File: src/rtl/branch_resolver.sv
// Execute-stage branch resolver: predictor feedback, mispredict redirect,
// multi-cycle flush FSM and saturating branch/mispredict statistics.
// Ports:
//   clk, reset            : clock, synchronous active-high reset
//   ex_valid/ex_is_branch : execute-stage instruction qualifiers
//   ex_pc/ex_taken/ex_target : actual outcome of the instruction
//   ex_pred_*             : prediction captured at fetch
//   feedback_*            : registered one-cycle predictor update bus
//   redirect_valid/_pc    : registered fetch redirect on mispredict
//   flush                 : squash younger stages for FLUSH_CYCLES cycles
//   branch_count, mispredict_count : saturating statistics
module branch_resolver #(
    parameter int FLUSH_CYCLES = 2,
    parameter int CNT_W        = 32
) (
    input  logic             clk,
    input  logic             reset,
    input  logic             ex_valid,
    input  logic             ex_is_branch,
    input  logic [31:0]      ex_pc,
    input  logic             ex_taken,
    input  logic [31:0]      ex_target,
    input  logic             ex_pred_opinion,
    input  logic             ex_pred_taken,
    input  logic [31:0]      ex_pred_addr,
    output logic             feedback_enable,
    output logic             feedback_branch_taken,
    output logic [31:0]      feedback_branch_addr,
    output logic [31:0]      feedback_current_pc,
    output logic             redirect_valid,
    output logic [31:0]      redirect_pc,
    output logic             flush,
    output logic [CNT_W-1:0] branch_count,
    output logic [CNT_W-1:0] mispredict_count
);

    localparam int FW = (FLUSH_CYCLES > 1) ? $clog2(FLUSH_CYCLES) : 1;
    localparam logic [FW-1:0] FLUSH_LOAD = FW'(FLUSH_CYCLES - 1);

    typedef enum logic {
        IDLE  = 1'b0,
        FLUSH = 1'b1
    } state_t;

    state_t            state_q, state_d;
    logic [FW-1:0]     fcnt_q, fcnt_d;

    logic              fb_en_q;
    logic              fb_taken_q;
    logic [31:0]       fb_addr_q;
    logic [31:0]       fb_pc_q;
    logic              rd_valid_q;
    logic [31:0]       rd_pc_q;
    logic [CNT_W-1:0]  br_cnt_q;
    logic [CNT_W-1:0]  mp_cnt_q;

    logic              accept;
    logic              fb_fire;
    logic              mispredict;
    logic [31:0]       pc_plus4;
    logic [31:0]       pnpc;
    logic [31:0]       anpc;

    // Inputs are only looked at in IDLE; during FLUSH the stage
    // holds squashed instructions whose outcome is meaningless.
    assign accept   = (state_q == IDLE);
    assign pc_plus4 = ex_pc + 32'd4;
    assign pnpc     = (ex_pred_opinion && ex_pred_taken) ? ex_pred_addr : pc_plus4;
    assign anpc     = (ex_is_branch && ex_taken) ? ex_target : pc_plus4;

    assign fb_fire    = ex_valid && ex_is_branch && accept;
    // Also catches a stale taken prediction on a non-branch.
    assign mispredict = ex_valid && accept && (pnpc != anpc);

    // FSM state register
    always_ff @(posedge clk) begin
        if (reset) begin
            state_q <= IDLE;
            fcnt_q  <= '0;
        end else begin
            state_q <= state_d;
            fcnt_q  <= fcnt_d;
        end
    end

    // FSM next state: FLUSH lasts FLUSH_LOAD+1 cycles
    always_comb begin
        state_d = state_q;
        fcnt_d  = fcnt_q;
        unique case (state_q)
            IDLE: begin
                if (mispredict) begin
                    state_d = FLUSH;
                    fcnt_d  = FLUSH_LOAD;
                end
            end
            FLUSH: begin
                if (fcnt_q == '0) begin
                    state_d = IDLE;
                end else begin
                    fcnt_d = fcnt_q - FW'(1);
                end
            end
        endcase
    end

    // FSM outputs
    always_comb begin
        flush = 1'b0;
        unique case (state_q)
            IDLE:  flush = 1'b0;
            FLUSH: flush = 1'b1;
        endcase
    end

    // Registered feedback, redirect and statistics
    always_ff @(posedge clk) begin
        if (reset) begin
            fb_en_q    <= 1'b0;
            fb_taken_q <= 1'b0;
            fb_addr_q  <= '0;
            fb_pc_q    <= '0;
            rd_valid_q <= 1'b0;
            rd_pc_q    <= '0;
            br_cnt_q   <= '0;
            mp_cnt_q   <= '0;
        end else begin
            fb_en_q    <= fb_fire;
            rd_valid_q <= mispredict;
            if (fb_fire) begin
                fb_taken_q <= ex_taken;
                fb_addr_q  <= ex_target;
                fb_pc_q    <= ex_pc;
            end
            if (mispredict) begin
                rd_pc_q <= anpc;
            end
            if (fb_fire && (br_cnt_q != {CNT_W{1'b1}})) begin
                br_cnt_q <= br_cnt_q + CNT_W'(1);
            end
            if (mispredict && (mp_cnt_q != {CNT_W{1'b1}})) begin
                mp_cnt_q <= mp_cnt_q + CNT_W'(1);
            end
        end
    end

    assign feedback_enable       = fb_en_q;
    assign feedback_branch_taken = fb_taken_q;
    assign feedback_branch_addr  = fb_addr_q;
    assign feedback_current_pc   = fb_pc_q;
    assign redirect_valid        = rd_valid_q;
    assign redirect_pc           = rd_pc_q;
    assign branch_count          = br_cnt_q;
    assign mispredict_count      = mp_cnt_q;

endmodule

File: config.mk
export PLATFORM = sky130hd
export DESIGN_NAME = branch_resolver
export DESIGN_NICKNAME = d
export VERILOG_FILES = /design/src/rtl/branch_resolver.sv
export SDC_FILE = /design/constraint.sdc
export NUM_CORES = 1
export LEC_CHECK = 0
export ABC_AREA = 1
export BUFFER_PORTS_ARGS = -buffer_cell sky130_fd_sc_hd__buf_2
export CAP_MARGIN = 20
export CORE_AREA = 2 2 157 159
export DETAILED_ROUTE_END_ITERATION = 10
export DIE_AREA = 0 0 159 161
export PLACE_DENSITY_LB_ADDON = 0.25
export SYNTH_ARGS = -nofsm -noshare
export SYNTH_HDL_FRONTEND = slang
export SYNTH_SLANG_ARGS = --single-unit
File: constraint.sdc
create_clock -name clk -period 2.7 [get_ports clk]
set_clock_uncertainty 0.05 [all_clocks]
set_input_delay 0.54 -clock clk [delete_from_list [all_inputs] [get_ports clk]]
set_output_delay 0.54 -clock clk [all_outputs]
set_load 0.005 [all_outputs]
==> results of run 1 <==
-- final timing paths --
| kind | endpoint | slack [ns] | depth (start not counted) |
|---|---|---|---|
| min | feedback_branch_taken$_SDFFE_PP0P_ | 0.33 | 3 |
| max reg2reg | mispredict_count[30]$_SDFFE_PP0P_ | 0.26 | 16 |
| max | redirect_pc[14]$_SDFFE_PP0P_ | 0.12 | 21 |
| min reg2reg | state_q$_SDFF_PP0_ | 0.42 | 2 |
-- synth_stat cells (3+ instances only) --
master | number | area [um^2]
or2_2 | 36 | 225.2
dfxtp_1 | 165 | 3303
o21ai_1 | 8 | 40.04
a21oi_1 | 54 | 270.3
buf_4 | 4 | 30.03
nor2_2 | 6 | 37.54
inv_1 | 197 | 739.5
xnor2_1 | 12 | 105.1
buf_1 | 5 | 18.77
nor3b_1 | 3 | 22.52
nand3_1 | 158 | 790.8
clkbuf_1 | 54 | 202.7
a21boi_0 | 3 | 22.52
nor2_1 | 266 | 998.5
o21ai_0 | 103 | 515.5
buf_2 | 8 | 40.04
ha_1 | 3 | 37.54
nor4_1 | 8 | 50.05
nand4_1 | 60 | 375.4
nor3_1 | 35 | 175.2
xor2_1 | 11 | 96.34
nand2_1 | 519 | 1948
-- cell families (layout without fill, tap and decap cells) --
family / count (synthesis) / count (layout)
buf+inv: 270 / 650
xor+xnor: 23 / 23
mux: 1 / 1
flops: 165 / 165
compound gates: 173 / 173
fa+ha+maj: 3 / 3
simple gates: 1100 / 1100
other cells: 0 / 2
-- per-stage QoR --
stage | power, W | util, % | instance area (um^2) | hold WS (ns) | setup slack [ns]
finish | 0.006354 | 57.33 | 13740 | 0.3254 | 0.1156
global route | 0.006637 | 57.33 | 13740 | 0.3270 | -0.04690
CTS | 0.006353 | 56.07 | 13440 | 0.3097 | 0.02225
detailed placement | 0.003840 | 53.56 | 12830 | 0.4007 | -0.4855
global placement | 0.003820 | 53.56 | 12830 | 0.3908 | -0.4920
floorplan | 0.003259 | - | 10170 | 0.3864 | 0.06093
-- placed cells by master (no fill, tap or decap), types with 2 or more instances in the layout --
master	synthesis	layout
clkbuf_16	0	18
diode_2	0	2
dfxtp_1	165	165
nand3_2	1	5
buf_2	8	265
buf_12	0	9
nand3_1	158	153
nor3b_1	3	3
a21oi_1	54	54
clkinv_2	0	2
nand4_1	60	60
nor4_2	0	2
nand2_2	1	6
inv_1	197	195
buf_4	4	140
nor2_4	2	13
nor2_1	266	243
and2_1	2	2
o21a_1	2	2
buf_6	0	3
a21boi_0	3	2
nor2_2	6	18
clkinv_8	0	2
inv_6	0	7
nor4_1	8	6
xnor2_1	12	12
inv_8	0	2
or2_2	36	36
xor2_1	11	11
o21ai_1	8	11
o21ai_0	103	100
nand2_1	519	513
nor3_1	35	34
-- cell type report --
type / instances / area, um^2
fillers: 2400 / 10230
multi-input cells: 1300 / 6043
flip-flops and latches: 165 / 3303
repair buffers: 419 / 2631
inverters: 199 / 750.7
clock buffers: 18 / 439.2
well taps: 324 / 405.4
clock inverters: 14 / 158.9
diodes: 2 / 5.005
-- critical path: stages --
cell and delay (ns):
buf_2 0.13, ha_4 0.16, nand2_2 0.07, nor2_4 0.12
nand2_1 0.13, buf_4 0.16, nand2_1 0.07, nand3_1 0.08
nand2_1 0.11, nand2_1 0.06, nand2_1 0.06, nand3_1 0.08
nor2_1 0.11, nand3_1 0.13, nor2_4 0.16, nand3_4 0.17
nand2_8 0.14, buf_4 0.13, buf_4 0.12, o21ai_1 0.06
nor2_1 0.11
-- routing by layer --
layer | GRT usage, % | wire (um) | vias up
met4 | 10.33 | 1252 | 2
met2 | 49.31 | 17600 | 386
met5 | 0 | 13 | -
li1 | - | - | 6246
met1 | 32.83 | 15410 | 5689
met3 | 5.008 | 1976 | 72
-- state kept, by name, indices dropped and copies added, names as in the netlist --
register and count:
branch_count 32, fcnt_q 1, feedback_branch_addr 32, feedback_branch_taken 1, feedback_current_pc 32, feedback_enable 1
mispredict_count 32, redirect_pc 32, redirect_valid 1, state_q 1
-- report_power, final --
| part | total, W | internal [W] | switching [W] |
|---|---|---|---|
| Combinational | 0.00122 | 0.000517 | 0.000704 |
| Clock | 0.00252 | 0.00134 | 0.00118 |
| Sequential | 0.00261 | 0.00255 | 0.0000588 |
-- timing repair --
item / in CTS / in global routing
setup endpoints to repair: 28 / 78
buffers inserted: 0 / 5
gates resized for setup: 1 / 66
pin swaps: 0 / 12
cloned: 0 / 1
==> PnR_summary.wiki, run 1 <==
{| class="wikitable"
! Metric !! Value
|-
| Router iterations before antenna repair || 5
|-
| Worst setup path class || in -> reg
|-
| Total number of H-tree levels || 4
|-
| Count of mapped cells out of synthesis || 1,735
|-
| Final slew viol count || 0
|-
| Total of hold buffers inserted after clock tree synthesis || 0
|-
| Post-synthesis compound-gate area fraction || 8.682%
|-
| Post-Synth Adder-Cell Area || 0.3689%
|-
| Reg-to-reg startpoint || mispredict_count[1]$_SDFFE_PP0P_
|-
| Sum of overflow across all layers after global routing || 0
|-
| Sequential-to-total area share from yosys stat || 32.46%
|-
| Total Die Area || 25,600 um^2
|-
| Clock Latency Late Sink || 0.44 ns
|-
| Yosys warns || 0
|-
| Vias in the first global route || 11,370
|-
| Effective utilization at floorplan || 42.46%
|-
| Total via count in the routed design || 12,400
|-
| CP Launch Type || primary input
|-
| EDFF count, synth || 0
|-
| Count of antenna-violating nets left after detailed routing || 0
|-
| Post-Synth Simple-Gate Area || 46.20%
|-
| WL per Instance || 14.85 um
|-
| Wire length of the first global-routing pass || 56,910 um
|-
| Final-report setup violation count || 0
|-
| Share of cells above drive strength 1 || 25.58%
|-
| Number of distinct library cells after synthesis || 36
|-
| Finished Layout Cells || 2,441
|-
| Clock-pin slew on the worst setup and hold paths || 0.07 ns
|-
| Status || complete, no violations
|-
| Die width || 159 um
|-
| Synth Register Bits || 165
|-
| Slew at the pin closest to its max-slew limit || 0.9083 ns
|-
| Worst-case clock buffer depth || 2
|-
| TritonCTS Buffers || 17
|-
| Hold crit path type || in -> reg
|-
| Total half-perimeter wirelength after legalization and detailed placement || 27,980 um
|-
| Total DRC errors in the routed layout || 0
|-
| Crit. Startpoint || ex_pc[2]
|-
| Setup TNS || 0 ns
|-
| Number of nets at the end of the flow || 2,208
|-
| Shortest clock period the worst path allows after layout || 2.584 ns
|-
| Hold Violations, Final || 0
|-
| Avg Synthesized Cell Area || 5.864 um^2
|-
| Area delta synth->final || 35.01%
|-
| Number of max-cap violations || 0
|-
| Slew margin rel. || 39.44%
|-
| Max VDD drop || 293.7 uV
|-
| Prevailing post-synth register cell || dfxtp_1
|-
| Placeable Area || 23,960 um^2
|-
| Combinational family with the most area after synthesis || simple AND/OR/NAND/NOR gates
|-
| Startpoint of the lowest-slack hold path || ex_taken
|-
| Sort of element at the end of the critical path || flop
|-
| Maximum fanout along the worst path || 5
|-
| Syn nets || 1,841
|-
| Async set-or-reset flop fraction in the synthesized netlist || 0%
|-
| Arr. time, crit path || 2.91 ns
|-
| RSZ-0062 raised after global routing || true
|-
| Number of buffers added on ports || 266
|-
| Final worst path period share || 95.72%
|-
| Clock Root Buffer || clkbuf_16
|-
| Cell Area, Synth || 10,170 um^2
|-
| Xor and xnor area share after synthesis || 1.980%
|-
| Top achievable clock speed || 386.9 MHz
|-
| Clock net sink count || 165
|-
| Pwr Density || 462.5 nW/um^2
|-
| DR vias/cell || 5.078
|-
| Drt first-iter violations || 999
|-
| Mux cell area share after synthesis || 0.09838%
|-
| Die height || 161 um
|-
| Final wirelength || 36,250 um
|-
| Worst Path Required || 3.02 ns
|-
| Number of primary I/O pins || 267
|-
| TritonCTS clock tree || built
|-
| Pin count of the biggest net entering global routing || 104
|-
| Number of placement rows || 57
|-
| Total Routing Usage GR || 27.50%
|-
| Routability Congestion || 0.9698
|-
| Total placed cells including tap cells || 2,401
|-
| Reported leakage power || 6.954 nW
|-
| Antenna violations before repair || 3
|}
(Power assumes the default switching activity.)
==> run 2: changes to the inputs <==
--- a/config.mk
+++ b/config.mk
@@ -5,12 +5,13 @@
 export SDC_FILE = /design/constraint.sdc
 export NUM_CORES = 1
 export LEC_CHECK = 0
-export ABC_AREA = 1
+export ABC_AREA = 0
 export BUFFER_PORTS_ARGS = -buffer_cell sky130_fd_sc_hd__buf_2
 export CAP_MARGIN = 20
-export CORE_AREA = 2 2 157 159
+export CORE_AREA = 2 2 151 153
 export DETAILED_ROUTE_END_ITERATION = 10
-export DIE_AREA = 0 0 159 161
+export DIE_AREA = 0 0 153 155
+export HOLD_SLACK_MARGIN = 0.02
 export PLACE_DENSITY_LB_ADDON = 0.25
 export SYNTH_ARGS = -nofsm -noshare
 export SYNTH_HDL_FRONTEND = slang
==> run 2 against run 1 <==
Effect of this change: the flow now finishes with violations (negative setup slack); critical path type unchanged; cell area down 2.4%; critical endpoint is now redirect_pc[4]$_SDFFE_PP0P_; critical path depth is 4 lower; clock-buffer cell count is 1 lower; combinational power barely moved; worst setup slack got worse by 0.95 ns; cell count fell by 20%; maximum frequency decreased by 27%; synthesized cell count decreased by 30%.
==> PnR_summary.wiki, run 2 <==
{| class="wikitable"
! Metric !! Value
|-
| Final wirelength || 35,760 um (-1.3%)
|-
| Count of mapped cells out of synthesis || 1,211 (-30%)
|-
| Slowest stage delay, CP || 0.57 ns (+0.40 ns)
|-
| Status || finished with violations
|-
| Top achievable clock speed || 283.2 MHz (-27%)
|-
| Slew margin rel. || 48.26% (+8.8 points)
|-
| DR vias/cell || 5.508 (+8.5%)
|-
| Count of antenna-violating nets left after detailed routing || 0 (unchanged)
|-
| Worst Path Required || 2.95 ns (-0.07 ns)
|-
| Number of distinct library cells after synthesis || 78 (+120%)
|-
| Die height || 155 um (-3.7%)
|-
| CP Launch Type || primary input
|-
| Drt first-iter violations || 846 (-15%)
|-
| Most common library cell in the layout ignoring fill and taps || buf_2
|-
| Die width || 153 um (-3.8%)
|-
| Maximum fanout along the worst path || 9 (+4)
|-
| Top cells by area, synth || dfxtp_1 (35%), nand2_1 (8.8%), a21oi_1 (7.0%)
|-
| Sum of overflow across all layers after global routing || 0 (unchanged)
|-
| Avg Synthesized Cell Area || 7.685 um^2 (+31%)
|-
| Yosys top cell by area || dfxtp_1
|-
| Arr. time, crit path || 3.78 ns (+0.87 ns)
|-
| Total Routing Usage GR || 29.13% (+1.6 points)
|-
| Router iterations before antenna repair || 5 (unchanged)
|-
| Pin count of the biggest net entering global routing || 74 (-29%)
|-
| Clock-pin slew on the worst setup and hold paths || 0.07 ns (about the same)
|-
| End-of-flow core utilization || 60.34% (+3.0 points)
|-
| Number of filler instances in the final layout || 2,065 (-14%)
|-
| Count of cells along the worst register-to-register path || 10 (-6)
|-
| Crit. Startpoint || ex_pc[2]
|-
| End of the worst register-to-register path || mispredict_count[26]$_SDFFE_PP0P_
|-
| Pwr Density || 472.1 nW/um^2 (+2.1%)
|-
| Worst-case clock buffer depth || 2 (unchanged)
|-
| Startpoint of the lowest-slack hold path || ex_target[11]
|-
| Reported leakage power || 5.818 nW (-16%)
|-
| Hold Violations, Final || 0 (unchanged)
|-
| Final slew viol count || 0 (unchanged)
|-
| Post-placement cell area || 12,320 um^2 (-4.0%)
|-
| Sort of element at the end of the critical path || flop
|-
| Reg-to-reg startpoint || mispredict_count[16]$_SDFFE_PP0P_
|-
| Number of max-cap violations || 0 (unchanged)
|-
| WL per Instance || 18.40 um (+24%)
|-
| EDFF count, synth || 0 (unchanged)
|-
| Total via count in the routed design || 10,710 (-14%)
|-
| Clock Root Buffer || clkbuf_16
|-
| Worst setup timing slack at the placement stage || -1.370 ns (-0.8845 ns)
|-
| Worst setup path class || in -> reg
|-
| Total of hold buffers inserted after clock tree synthesis || 0 (unchanged)
|-
| Antenna violations before repair || 6 (+3)
|-
| Effective utilization at floorplan || 41.87% (-0.59 points)
|-
| Clock net sink count || 165 (unchanged)
|-
| Sequential-to-total area share from yosys stat || 35.49% (+3.0 points)
|-
| Async set-or-reset flop fraction in the synthesized netlist || 0% (unchanged)
|-
| Shortest clock period the worst path allows after layout || 3.531 ns (+0.9465 ns)
|-
| Crit path cell chain || buf_6 > ha_1 > nand3_1 > nor4_2 > buf_4 > buf_4 > buf_4 > and3_1 > a211oi_1 > nand4_1 > or4_4 > o31ai_4 > a41o_4 > buf_12 > buf_8 > or3_1 > a21oi_1
|-
| RSZ-0062 raised after global routing || true
|-
| Crit path buf inv count || 6 (+2)
|-
| Category of cells accounting for the largest share of critical-path delay || simple AND/OR/NAND/NOR gates
|-
| Hold crit path type || in -> reg
|-
| Worst Hold Endpoint || feedback_branch_addr[11]$_SDFFE_PP0P_
|-
| Wire length of the first global-routing pass || 54,860 um (-3.6%)
|-
| Total DRC errors in the routed layout || 0 (unchanged)
|-
| Syn nets || 1,317 (-28%)
|-
| Finished Layout Cells || 1,944 (-20%)
|-
| TritonCTS clock tree || built
|-
| Area delta synth->final || 44.11%
|-
| Final worst path period share || 130.8% (+35 points)
|-
| Number of primary I/O pins || 267 (unchanged)
|-
| Cell Area, Synth || 9306 um^2 (-8.5%)
|-
| Worst setup slack for register-to-register paths || 0.06 ns (-0.20 ns)
|-
| Total half-perimeter wirelength after legalization and detailed placement || 26,750 um (-4.4%)
|-
| Routability Congestion || 1.000 (+3.1%)
|-
| Synth Register Bits || 165 (unchanged)
|-
| Commonest non-fill, non-tap cells in the layout || buf_2 (253), buf_4 (217), nand2_1 (215), dfxtp_1 (165), a21oi_1 (120)
|-
| Total placed cells including tap cells || 1,895 (-21%)
|-
| Top cells by count, synth || nand2_1 (219), dfxtp_1 (165), a21oi_1 (130)
|-
| Non-Filler Cell Area, Final || 13,410 um^2 (-2.4%)
|-
| Placeable Area || 22,230 um^2 (-7.2%)
|-
| Yosys warns || 0 (unchanged)
|-
| Max VDD drop || 403.4 uV (+37%)
|-
| Most numerous cell in the Yosys netlist || nand2_1
|-
| Violations in the final reports || negative setup slack
|-
| Cell depth of the worst hold path || 3 (unchanged)
|-
| Share of cells above drive strength 1 || 35.17% (+9.6 points)
|-
| TritonCTS Buffers || 17 (unchanged)
|-
| Crit-path slowest cell || or4_4
|-
| Min setup slack post-route || -0.8309 ns (-0.9465 ns)
|-
| Area share of the largest cell type after synthesis || 35.49% (+3.0 points)
|-
| Prevailing post-synth register cell || dfxtp_1
|-
| Cell seen most often among critical-path stages || buf_4
|-
| Total number of H-tree levels || 4 (unchanged)
|-
| Number of nets at the end of the flow || 1,748 (-21%)
|-
| Number of buffers added on ports || 266 (unchanged)
|-
| Slew at the pin closest to its max-slew limit || 0.7761 ns (-0.1322 ns)
|-
| Final-report setup violation count || 67 (+67)
|-
| Total Die Area || 23,720 um^2 (-7.4%)
|-
| Number of placement rows || 55 (-3.5%)
|-
| Vias in the first global route || 9,850 (-13%)
|-
| Clock Latency Late Sink || 0.44 ns (about the same)
|}
run 2: final cells by class:
cell class / count / area (um^2) / area share (%)
multi-input combinational: 943 / 5822 / 43.41
clock buffer: 17 / 425.4 / 3.172
timing repair buffer: 493 / 3232 / 24.10
inverter: 22 / 82.58 / 0.6157
sequential: 165 / 3303 / 24.63
tap: 285 / 356.6 / 2.659
antenna: 4 / 10.01 / 0.07463
clock inverter: 15 / 180.2 / 1.343
run 2: cells by family (layout without fill, tap and decap cells):
kind of cell	Yosys count	count (layout)	share of synthesized area, %
AOI/OAI and AO/OA	271	272	18.86
xor gates and xnor gates	116	116	11.54
adders and majority gates	3	3	0.4034
buffers and inverters	104	547	4.853
DFF	165	165	35.49
muxes	10	10	1.116
other	0	4	0
and+or+nand+nor	542	542	27.74
run 2: stage by stage:
step	power (W)	setup TNS [ns]	hold slack, ns
after floorplan	0.003172	-71.47	0.3868
after global placement	0.003743	-84.65	0.3888
after detailed placement	0.003753	-87.51	0.3916
after CTS	0.006321	-52.38	0.3314
after global routing	0.006577	-58.36	0.3367
final	0.006332	-51.32	0.3459
run 2: how the worst max path moves through the flow:
stage | slack (ns) | to | depth (start not counted)
final | -0.83 | redirect_pc[4]$_SDFFE_PP0P_ | 17
after CTS | -0.83 | mispredict_count[8]$_SDFFE_PP0P_ | 12
after detailed placement | -1.37 | mispredict_count[8]$_SDFFE_PP0P_ | 12
after global placement | -1.33 | mispredict_count[8]$_SDFFE_PP0P_ | 12
after floorplan | -1.15 | mispredict_count[1]$_SDFFE_PP0P_ | 13
after global routing | -0.93 | redirect_pc[4]$_SDFFE_PP0P_ | 15
run 2: worst reg2reg max path: stages (launching register included):
cell and delay (ns):
dfxtp_1 0.34, and3_1 0.22, and3_1 0.23, and3_1 0.22, and2_1 0.20, and3_1 0.20
buf_4 0.15, nand2_1 0.05, nand2_1 0.22, or4_1 0.55, a21oi_1 0.15
run 2: what timing repair did:
action                     4_1_cts  5_1_grt
setup endpoints to repair       67       67
resized for setup               32       34
pin swaps                       15       14
buffers inserted                 6        3
gates cloned                     2        2
run 2: layer usage:
| layer | part of all wire (%) | track usage (%) | up-vias |
|---|---|---|---|
| met4 | 2.7 | 9.965 | 4 |
| met3 | 7.7 | 6.602 | 69 |
| met2 | 44 | 45.44 | 423 |
| li1 | - | - | 5175 |
| met5 | 0.050 | 0 | - |
| met1 | 45 | 39.87 | 5037 |
run 2: report_power, final:
| group | switching, W | internal, W |
|---|---|---|
| Combinational | 0.000671 | 0.000559 |
| Sequential | 0.0000524 | 0.00252 |
| Clock | 0.00127 | 0.00126 |
